===== src/rtl/bcd_sched_pkg.sv =====
// Shared constants for the BCD conversion scheduler: widths, default latency, FSM encodings.
package bcd_sched_pkg;

    localparam int unsigned BIN_W        = 11;
    localparam int unsigned BCD_W        = 16;
    localparam int unsigned CONV_LAT_DEF = 28;

    localparam logic [1:0] StIdle    = 2'd0;
    localparam logic [1:0] StIssue   = 2'd1;
    localparam logic [1:0] StWait    = 2'd2;
    localparam logic [1:0] StCapture = 2'd3;

    // Magnitude of an 11-bit two's complement value; -1024 maps to 1024 (11'h400).
    function automatic logic [BIN_W-1:0] abs_bin(input logic [BIN_W-1:0] v);
        return v[BIN_W-1] ? (~v + 1'b1) : v;
    endfunction

endpackage


===== src/rtl/bcd_rr_arbiter.sv =====
// Combinational round-robin picker: first pending channel at or above ptr_i, wrapping mod N_CH.
module bcd_rr_arbiter #(
    parameter int unsigned N_CH  = 4,
    parameter int unsigned PTR_W = $clog2(N_CH)
) (
    input  logic [N_CH-1:0]  pending_i,
    input  logic [PTR_W-1:0] ptr_i,
    output logic [PTR_W-1:0] grant_o,
    output logic             any_pending_o
);

    logic        found;
    int unsigned idx;

    always_comb begin
        grant_o = ptr_i;
        found   = 1'b0;
        idx     = 0;
        for (int unsigned off = 0; off < N_CH; off++) begin
            idx = 32'(ptr_i) + off;
            if (idx >= N_CH) begin
                idx = idx - N_CH;
            end
            if (!found && pending_i[idx[PTR_W-1:0]]) begin
                found   = 1'b1;
                grant_o = idx[PTR_W-1:0];
            end
        end
        any_pending_o = |pending_i;
    end

endmodule


===== src/rtl/bcd_conv_scheduler.sv =====
// Shares one binary-to-BCD unit between N_CH requesters with round-robin grants.
// Optional signed inputs (magnitude + sign flag) via `define BCD_SCHED_SIGNED_EN.
module bcd_conv_scheduler
    import bcd_sched_pkg::*;
#(
    parameter int unsigned N_CH     = 4,
    parameter int unsigned CONV_LAT = CONV_LAT_DEF
) (
    input  logic                    clk_i,
    input  logic                    rst_i,
    input  logic [N_CH-1:0]         req_i,
    input  logic [N_CH*BIN_W-1:0]   bin_i,
    output logic                    conv_start_o,
    output logic [BIN_W-1:0]        conv_bin_o,
    input  logic [BCD_W-1:0]        conv_bcd_i,
    output logic [N_CH*BCD_W-1:0]   bcd_out_o,
    output logic [N_CH-1:0]         bcd_valid_o,
    output logic [N_CH-1:0]         bcd_neg_o,
    output logic                    busy_o
);

    localparam int unsigned PTR_W = $clog2(N_CH);
    localparam int unsigned CNT_W = $clog2(CONV_LAT + 1);

    logic [1:0]       state_q, state_d;
    logic [N_CH-1:0]  pending_q, pending_d;
    logic [PTR_W-1:0] ptr_q, ptr_d;
    logic [PTR_W-1:0] grant_q, grant_d;
    logic [CNT_W-1:0] cnt_q, cnt_d;
    logic [BIN_W-1:0] conv_bin_q, conv_bin_d;
    logic             sign_q, sign_d;
    logic [BCD_W-1:0] bcd_q [N_CH];
    logic [BCD_W-1:0] bcd_d [N_CH];
    logic [N_CH-1:0]  valid_q, valid_d;
    logic [N_CH-1:0]  neg_q, neg_d;

    logic [BIN_W-1:0] bin_ch [N_CH];
    logic [BIN_W-1:0] bin_sel;
    logic [PTR_W-1:0] arb_grant;
    logic             arb_any;
    logic             grant_load;

    for (genvar i = 0; i < N_CH; i++) begin : g_ch
        assign bin_ch[i]                     = bin_i[i*BIN_W +: BIN_W];
        assign bcd_out_o[i*BCD_W +: BCD_W]   = bcd_q[i];
    end

    bcd_rr_arbiter #(
        .N_CH  (N_CH),
        .PTR_W (PTR_W)
    ) u_arb (
        .pending_i     (pending_q),
        .ptr_i         (ptr_q),
        .grant_o       (arb_grant),
        .any_pending_o (arb_any)
    );

    assign bin_sel = bin_ch[arb_grant];

    always_comb begin
        state_d    = state_q;
        pending_d  = pending_q;
        ptr_d      = ptr_q;
        grant_d    = grant_q;
        cnt_d      = cnt_q;
        conv_bin_d = conv_bin_q;
        sign_d     = sign_q;
        bcd_d      = bcd_q;
        valid_d    = '0;
        neg_d      = neg_q;
        grant_load = 1'b0;

        unique case (state_q)
            StIdle: begin
                grant_load = arb_any;
            end
            StIssue: begin
                pending_d[grant_q] = 1'b0;
                cnt_d              = CNT_W'(1);
                state_d            = StWait;
            end
            StWait: begin
                cnt_d = cnt_q + 1'b1;
                if (cnt_q == CNT_W'(CONV_LAT - 1)) begin
                    state_d = StCapture;
                end
            end
            StCapture: begin
                bcd_d[grant_q]   = conv_bcd_i;
                valid_d[grant_q] = 1'b1;
                neg_d[grant_q]   = sign_q;
                if (arb_any) begin
                    grant_load = 1'b1;
                end else begin
                    state_d = StIdle;
                end
            end
        endcase

        if (grant_load) begin
            state_d = StIssue;
            grant_d = arb_grant;
            ptr_d   = (arb_grant == PTR_W'(N_CH - 1)) ? '0 : arb_grant + 1'b1;
`ifdef BCD_SCHED_SIGNED_EN
            // Sign is captured with the grant so it always matches the converted magnitude.
            conv_bin_d = abs_bin(bin_sel);
            sign_d     = bin_sel[BIN_W-1];
`else
            conv_bin_d = bin_sel;
            sign_d     = 1'b0;
`endif
        end

        // New requests win over the ISSUE clear so a re-request is never lost.
        pending_d = pending_d | req_i;
    end

    always_ff @(posedge clk_i) begin
        if (rst_i) begin
            state_q    <= StIdle;
            pending_q  <= '0;
            ptr_q      <= '0;
            grant_q    <= '0;
            cnt_q      <= '0;
            conv_bin_q <= '0;
            sign_q     <= 1'b0;
            valid_q    <= '0;
            neg_q      <= '0;
            for (int i = 0; i < N_CH; i++) begin
                bcd_q[i] <= '0;
            end
        end else begin
            state_q    <= state_d;
            pending_q  <= pending_d;
            ptr_q      <= ptr_d;
            grant_q    <= grant_d;
            cnt_q      <= cnt_d;
            conv_bin_q <= conv_bin_d;
            sign_q     <= sign_d;
            valid_q    <= valid_d;
            neg_q      <= neg_d;
            bcd_q      <= bcd_d;
        end
    end

    assign conv_start_o = (state_q == StIssue);
    assign conv_bin_o   = conv_bin_q;
    assign bcd_valid_o  = valid_q;
    assign bcd_neg_o    = neg_q;
    assign busy_o       = (state_q != StIdle);

endmodule


===== config.mk =====
export PLATFORM = sky130hd
export DESIGN_NAME = bcd_conv_scheduler
export DESIGN_NICKNAME = d
export VERILOG_FILES = /design/src/rtl/bcd_sched_pkg.sv /design/src/rtl/bcd_rr_arbiter.sv /design/src/rtl/bcd_conv_scheduler.sv
export SDC_FILE = /design/constraint.sdc
export NUM_CORES = 1
export LEC_CHECK = 0
export CAP_MARGIN = 20
export CORE_MARGIN = 10
export CORE_UTILIZATION = 35
export DETAILED_ROUTE_END_ITERATION = 8
export GPL_ROUTABILITY_DRIVEN = 0
export PLACE_DENSITY_LB_ADDON = 0.3
export SYNTH_ARGS = -nofsm -noshare
export SYNTH_HDL_FRONTEND = slang
export SYNTH_HIERARCHICAL = 1
export SYNTH_SLANG_ARGS = --single-unit

===== constraint.sdc =====
create_clock -name clk_i -period 2.67 [get_ports clk_i]
set_clock_uncertainty 0.15 [all_clocks]
set_input_delay 0.6675 -clock clk_i [delete_from_list [all_inputs] [get_ports clk_i]]
set_output_delay 0.6675 -clock clk_i [all_outputs]
set_load 0.03 [all_outputs]

==> flow_summary.yaml, run 1 <==
yosys:
  syn_inst: 444
  netlist_area_um2: 3970
  postSynth.asyncResetShare_pct: 0
  yosysUniqueCellTypes: 38
  synth_enable_flop_cells: 0
  part_of_the_yosys_area_used_for_sequential_elements_pct: 49.5
  mappedNetlistNets: 517
  ys_dominant_reg_cell: "dfxtp_1"
  synth.avg_cell_area_um2: 8.93
  synth.ff_latch_count: 98
  synth-warning-count: 6
setup_path:
  worst_reg_to_reg_cells: 7
  end_point_of_the_critical_path: "bcd_out_o[13]"
  critPathMaxStageDelay_ns: 0.70
  timing.reg2reg.setup_slack_ns: 0.51
  setup.worst_path.start: "bcd_out_o[13]$_SDFFE_PP0P_"
  cp.depth: 1
  worst_r2r_startpoint: "pending_q[2]$_SDFF_PP0_"
  timing.critical_path.fanout_max: 2
  crit_buf_inv: 1
  critical_path.reg2reg.endpoint: "conv_bin_o[6]$_SDFFE_PP0P_"
  timing.critical_path.required_ns: 1.85
  cell_type_group_with_the_largest_total_delay_on_the_critical_path: "buffers and inverters"
  timing.critical_path.from_type: "flop"
  critical-path-slowest-cell: "clkdlybuf4s50_1"
  crit_type: "reg2out"
  critical_path_arrival_ns: 1.41
  end_kind: "output pin"
  crit_path_cell_trace: "clkdlybuf4s50_1"
sta:
  layout_worst_path_cycle_share_pct: 83.4
  report.final.setup_viol: 0
  hold_viol: 0
  max_frequency_mhz: 449
  slew-limit-headroom_pct: 50.0
  fin_worst_hold_slack_ns: 0.304
  drv_slew: 0
  grt_setup_unrepaired: "false"
  post-route-min-period_ns: 2.23
  actual_transition_at_the_worst_max_transition_pin_ns: 0.750
  finalSetupTns_ns: 0
final_layout:
  drive_above_1_share_pct: 6.43
  area_delta_synth_final_pct: 47.9
  finalNetCount: 659
  num_antenna_cells: 0
  layout.filler_cells: 1033
  post-route-cell-area_um2: 5870
power:
  max_ir_drop_vdd_mv: 0.646
  cellInternalPower_mw: 3.09
  clkPwrFrac_pct: 28.3
  switching_power_mw: 1.50
  static-leakage-power_nw: 2.11
  pwr-share-seq_pct: 38.4
  p_comb_share_pct: 33.3
  design_power_total_mw: 4.58
  power_density_of_the_placed_cells_nw_per_um2: 781
  power.switching_fraction_pct: 32.6
routing:
  routed_wirelength_um: 12100
  vias_per_cell: 4.89
  route.detailed.wl_per_inst_um: 16.5
  initialDrtViolationCount: 151
  final_antenna_net_count: 0
  via_count: 3577
  drc_errors: 0
  first_drt_pass_iteration_count: 4
floorplanning:
  initial_utilization_pct: 36.1
  pin_count: 151
  die_w_um: 126
  core.rowCount: 38
  die-height_um: 126
  core-area_um2: 11000
  dieArea_um2: 16000
clock_tree:
  tritoncts: "yes"
  clk_pin_slew_ns: 0.06
  cts_buffer_depth: 2
  cts.sink_count: 98
  htree_num_levels: 3
  ctsRootBufferMaster: "clkbuf_16"
  numCtsBuffers: 9
  post_cts_repair_setup_buffers: 0
  ctsHoldBuffers: 0
  clkLatencyLatePin_ns: 0.33
grt:
  grt.total_usage_pct: 14.5
  grt_antenna_before_repair: 0
  vias_in_the_first_global_route: 3765
  grt_pass1_wl_um: 19200
  grt_start_max_net_pins: 51
  gr-total-overflow: 0
worst_hold_path:
  min_path_type: "reg2reg"
job:
  cap_viol_max_count: 0
status:
  status: "complete, no violations"
placed_design:
  cell_area_after_placement_um2: 5550
  detailed_place_hpwl_um: 9090
  io_buffers: 150
## repair_timing
| item | 4_1_cts | 5_1_grt |
|---|---|---|
| endpoints found under the hold margin | 0 | 0 |
| endpoints found under the setup margin | 0 | 2 |
| resized for setup | 0 | 2 |
## cell type report
cell class                 instances  area (um^2)  share of cell area (%)
tap                              140          175                    2.99
timing repair buffer             161         1600                    27.2
clock inverter                     4         50.0                   0.853
sequential                        98         1960                    33.4
multi-input combinational        310         1800                    30.7
clock buffer                      12          256                    4.37
inverter                           6         22.5                   0.384
## power by group through the flow
stage / clock [mW] / combinational, mW / sequential (mW)
after detailed placement: 0 / 1.54 / 1.79
after global placement: 0 / 1.51 / 1.77
after CTS: 1.33 / 1.55 / 1.76
after floorplan: 0 / 0.877 / 1.92
after global routing: 1.39 / 1.67 / 1.78
final: 1.30 / 1.53 / 1.76
## Yosys cell counts (2+ instances only)
cell	number	area, um^2
inv_1	6	22.5
nor2_1	32	120
a21oi_1	68	340
a21o_1	2	15.0
or3_1	2	12.5
nor2b_1	2	12.5
clkbuf_1	9	33.8
nand2_1	130	488
buf_4	7	52.6
mux4_1	3	78.8
nand2b_1	4	25.0
ha_1	7	87.6
dfxtp_1	98	1960
nor3b_1	2	15.0
o21ai_0	3	15.0
nand3b_1	5	37.5
buf_2	9	45.0
xor2_1	3	26.3
nand4_1	2	12.5
and3b_1	2	17.5
mux2i_1	17	170
mux4_2	8	180
buf_6	2	22.5
clkbuf_2	2	10.0
and3_1	4	25.0
nand3_1	3	15.0
## layer usage
layer | vias to the layer above | part of all wire (%) | GRT usage, % | wire length (um)
met5 | - | 0 | 0 | 0
met3 | 17 | 11 | 6.75 | 1310
li1 | 1767 | - | - | -
met4 | 0 | 1.7 | 4.89 | 200
met1 | 1652 | 41 | 15.8 | 4910
met2 | 141 | 47 | 24.3 | 5640
## state kept, by name (all words and copies together) (netlist names)
signal,count
ptr_q,2
bcd_neg_o,4
grant_q,2
state_q,2
conv_bin_o,11
pending_q,4
cnt_q,5
bcd_out_o,64
bcd_valid_o,4
## cell usage in the layout, fill, tap and decap left out, types with 3 or more instances in the layout
cell type / count
a21oi_1: 68
and3_1: 4
buf_4: 10
clkbuf_16: 9
clkdlybuf4s50_1: 147
dfxtp_1: 98
ha_1: 7
inv_1: 6
mux2i_1: 17
mux4_1: 3
mux4_2: 8
nand2_1: 130
nand2b_1: 4
nand3_1: 3
nand3b_1: 5
nor2_1: 32
o21ai_0: 3
xor2_1: 3
## worst min path at each step
stage | end | slack [ns] | cells past startpoint | start
after floorplan | ptr_q[0]$_SDFFE_PP0P_ | 0.30 | 2 | ptr_q[0]$_SDFFE_PP0P_
after global placement | conv_bin_o[9]$_SDFFE_PP0P_ | 0.29 | 2 | conv_bin_o[9]$_SDFFE_PP0P_
after detailed placement | bcd_out_o[49]$_SDFFE_PP0P_ | 0.30 | 2 | bcd_out_o[49]$_SDFFE_PP0P_
after CTS | bcd_out_o[61]$_SDFFE_PP0P_ | 0.31 | 2 | bcd_out_o[61]$_SDFFE_PP0P_
after global routing | bcd_out_o[49]$_SDFFE_PP0P_ | 0.33 | 2 | bcd_out_o[49]$_SDFFE_PP0P_
final | bcd_out_o[51]$_SDFFE_PP0P_ | 0.30 | 2 | bcd_out_o[51]$_SDFFE_PP0P_
## cells by family after synthesis
family / count (synthesis) / share of synthesized area [%]
and+or+nand+nor: 194 / 21.0
buffers and inverters: 36 / 5.21
adders and majority gates: 7 / 2.21
AOI/OAI and AO/OA: 78 / 10.6
DFF: 98 / 49.5
xor gates and xnor gates: 3 / 0.663
muxes: 28 / 10.8
## per-stage QoR
step / std cells / util (%) / setup slack [ns]
2_1_floorplan: 444 / - / 0.442
3_3_place_gp: 715 / 50.6 / 0.475
3_5_place_dp: 715 / 50.6 / 0.434
4_1_cts: 731 / 53.4 / 0.0585
5_1_grt: 731 / 53.4 / 0.363
6_report: 731 / 53.4 / 0.444
No activity file was read; power rests on OpenSTA's default activity.
==> run 2: changes to the inputs <==
clock period = 2.3 ns   (was 2.67 ns; I/O delays follow)
==> run 2 against run 1 <==
  * Worst hold slack better by 0.00066 ns
  * Utilization up 0.18 points
  * Die area unchanged
  * Register-to-register slack worse by 0.37 ns
  * First-iteration DRC count up 11%
  * Power up 14%
  * Non-clock buffer count up 5
  * Routed wire length down 1.1%
  * Global-route usage about the same
  * Sequential power up 16%
  * Largest power group unchanged
==> flow_summary.yaml, run 2 (synthesized netlist as in run 1, its figures left out) <==
setup_path:
  crit_path_cell_trace: "inv_1 -> ha_1 -> inv_1 -> clkdlybuf4s15_1"
  end_kind: "output pin"
  timing.critical_path.required_ns: 1.57
  crit_path_frequent_cell: "inv_1"
  timing.critical_path.from_type: "flop"
  worst_r2r_startpoint: "pending_q[3]$_SDFF_PP0_"
  critical-path-slowest-cell: "dfxtp_1"
  critical_path_arrival_ns: 1.46
  setup.worst_path.start: "state_q[0]$_SDFFE_PP0P_"
  critPathMaxStageDelay_ns: 0.41
  crit_type: "reg2out"
  worst_reg_to_reg_cells: 7
  timing.critical_path.fanout_max: 4
grt:
  grt_pass1_wl_um: 19100
  vias_in_the_first_global_route: 3761
  grt_start_max_net_pins: 51
  grt_antenna_before_repair: 0
  grt.total_usage_pct: 14.4
  gr-total-overflow: 0
final_layout:
  num_antenna_cells: 0
  utilization_pct: 53.6
  area_delta_synth_final_pct: 48.4
  final-seq-area_um2: 1960
  final_cell_mix: "clkdlybuf4s50_1 (147), nand2_1 (130), dfxtp_1 (98)"
  post-route-cell-area_um2: 5890
  drive_above_1_share_pct: 7.21
  multi_input_comb_area_um2: 1800
  finalNetCount: 664
  number_of_standard_cells_in_the_layout_taps_in_and_fillers_out: 736
  layout.filler_cells: 1028
  largest_reg_flops: 64
  layout.cells.most_common: "clkdlybuf4s50_1"
sta:
  grt_setup_unrepaired: "false"
  slew-limit-headroom_pct: 66.7
  drv_slew: 0
  actual_transition_at_the_worst_max_transition_pin_ns: 0.499
  layout_worst_path_cycle_share_pct: 95.1
  finalSetupTns_ns: 0
  report.final.setup_viol: 0
  hold_viol: 0
  max_frequency_mhz: 457
  post-route-min-period_ns: 2.19
clock_tree:
  ctsHoldBuffers: 0
  htree_num_levels: 3
  cts.sink_count: 98
  clk_pin_slew_ns: 0.06
  numCtsBuffers: 9
  clkLatencyLatePin_ns: 0.33
  ctsRootBufferMaster: "clkbuf_16"
  tritoncts: "yes"
  cts_buffer_depth: 2
routing:
  routed_wirelength_um: 11900
  final_antenna_net_count: 0
  vias_per_cell: 4.86
  via_count: 3579
  drc_errors: 0
  first_drt_pass_iteration_count: 4
  initialDrtViolationCount: 167
  route.detailed.wl_per_inst_um: 16.2
power:
  static-leakage-power_nw: 2.11
  design_power_total_mw: 5.24
  power_density_of_the_placed_cells_nw_per_um2: 890
  max_ir_drop_vdd_mv: 0.574
worst_hold_path:
  hold_path_startpoint: "conv_bin_o[3]$_SDFFE_PP0P_"
  min_path_cells: 2
  min_path_type: "reg2reg"
placed_design:
  dp.cells: 720
  io_buffers: 150
  cell_area_after_placement_um2: 5600
  detailed_place_hpwl_um: 9150
floorplanning:
  die_w_um: 126
  core-area_um2: 11000
  pin_count: 151
  dieArea_um2: 16000
  die-height_um: 126
  initial_utilization_pct: 36.1
  core.rowCount: 38
status:
  status: "complete, no violations"
job:
  cap_viol_max_count: 0
-- run 2: worst paths after layout --
kind                                                   end  slack [ns]
worst max-delay path                                busy_o        0.11
worst min register to register  conv_bin_o[3]$_SDFFE_PP0P_        0.31
worst max register to register  conv_bin_o[6]$_SDFFE_PP0P_        0.14
worst min-delay path            conv_bin_o[3]$_SDFFE_PP0P_        0.31
-- run 2: per-layer routing --
metal / wire (um) / GRT usage, % / up-vias
met2: 5660 / 24.3 / 140
met1: 4810 / 15.7 / 1649
met5: 0 / 0 / -
met4: 118 / 4.49 / 0
li1: - / - / 1777
met3: 1340 / 6.91 / 13
-- run 2: cell type report --
type	count	area share, %
Sequential cell	98	33.3
Multi-Input combinational cell	310	30.6
Timing Repair Buffer	166	27.9
Clock buffer	12	4.36
Tap cell	140	2.98
Clock inverter	4	0.446
Inverter	6	0.383
-- run 2: per-stage QoR --
stage | setup WS (ns) | hold WS (ns)
floorplan | 0.0724 | 0.303
global placement | 0.216 | 0.292
detailed placement | 0.139 | 0.298
CTS | 0.0653 | 0.306
global route | 0.0164 | 0.323
finish | 0.113 | 0.305
-- run 2: worst max-delay path, delay by kind of cell, from the launching register on --
kind                     cells  cell delay (ns)
buffers and inverters        3             0.51
flip-flops                   1             0.41
adder cells (fa/ha/maj)      1             0.21
-- run 2: repair_timing --
| item | CTS | global route |
|---|---|---|
| setup buffers | 0 | 0 |
| resized for setup | 2 | 1 |
| endpoints found under the setup margin | 2 | 1 |
-- run 2: where the power goes --
part	switching [mW]	internal, mW	total, mW	leakage [nW]
sequential	0.162	1.88	2.04	0.794
clock	0.602	0.791	1.39	0.139
combinational	0.982	0.827	1.81	1.18
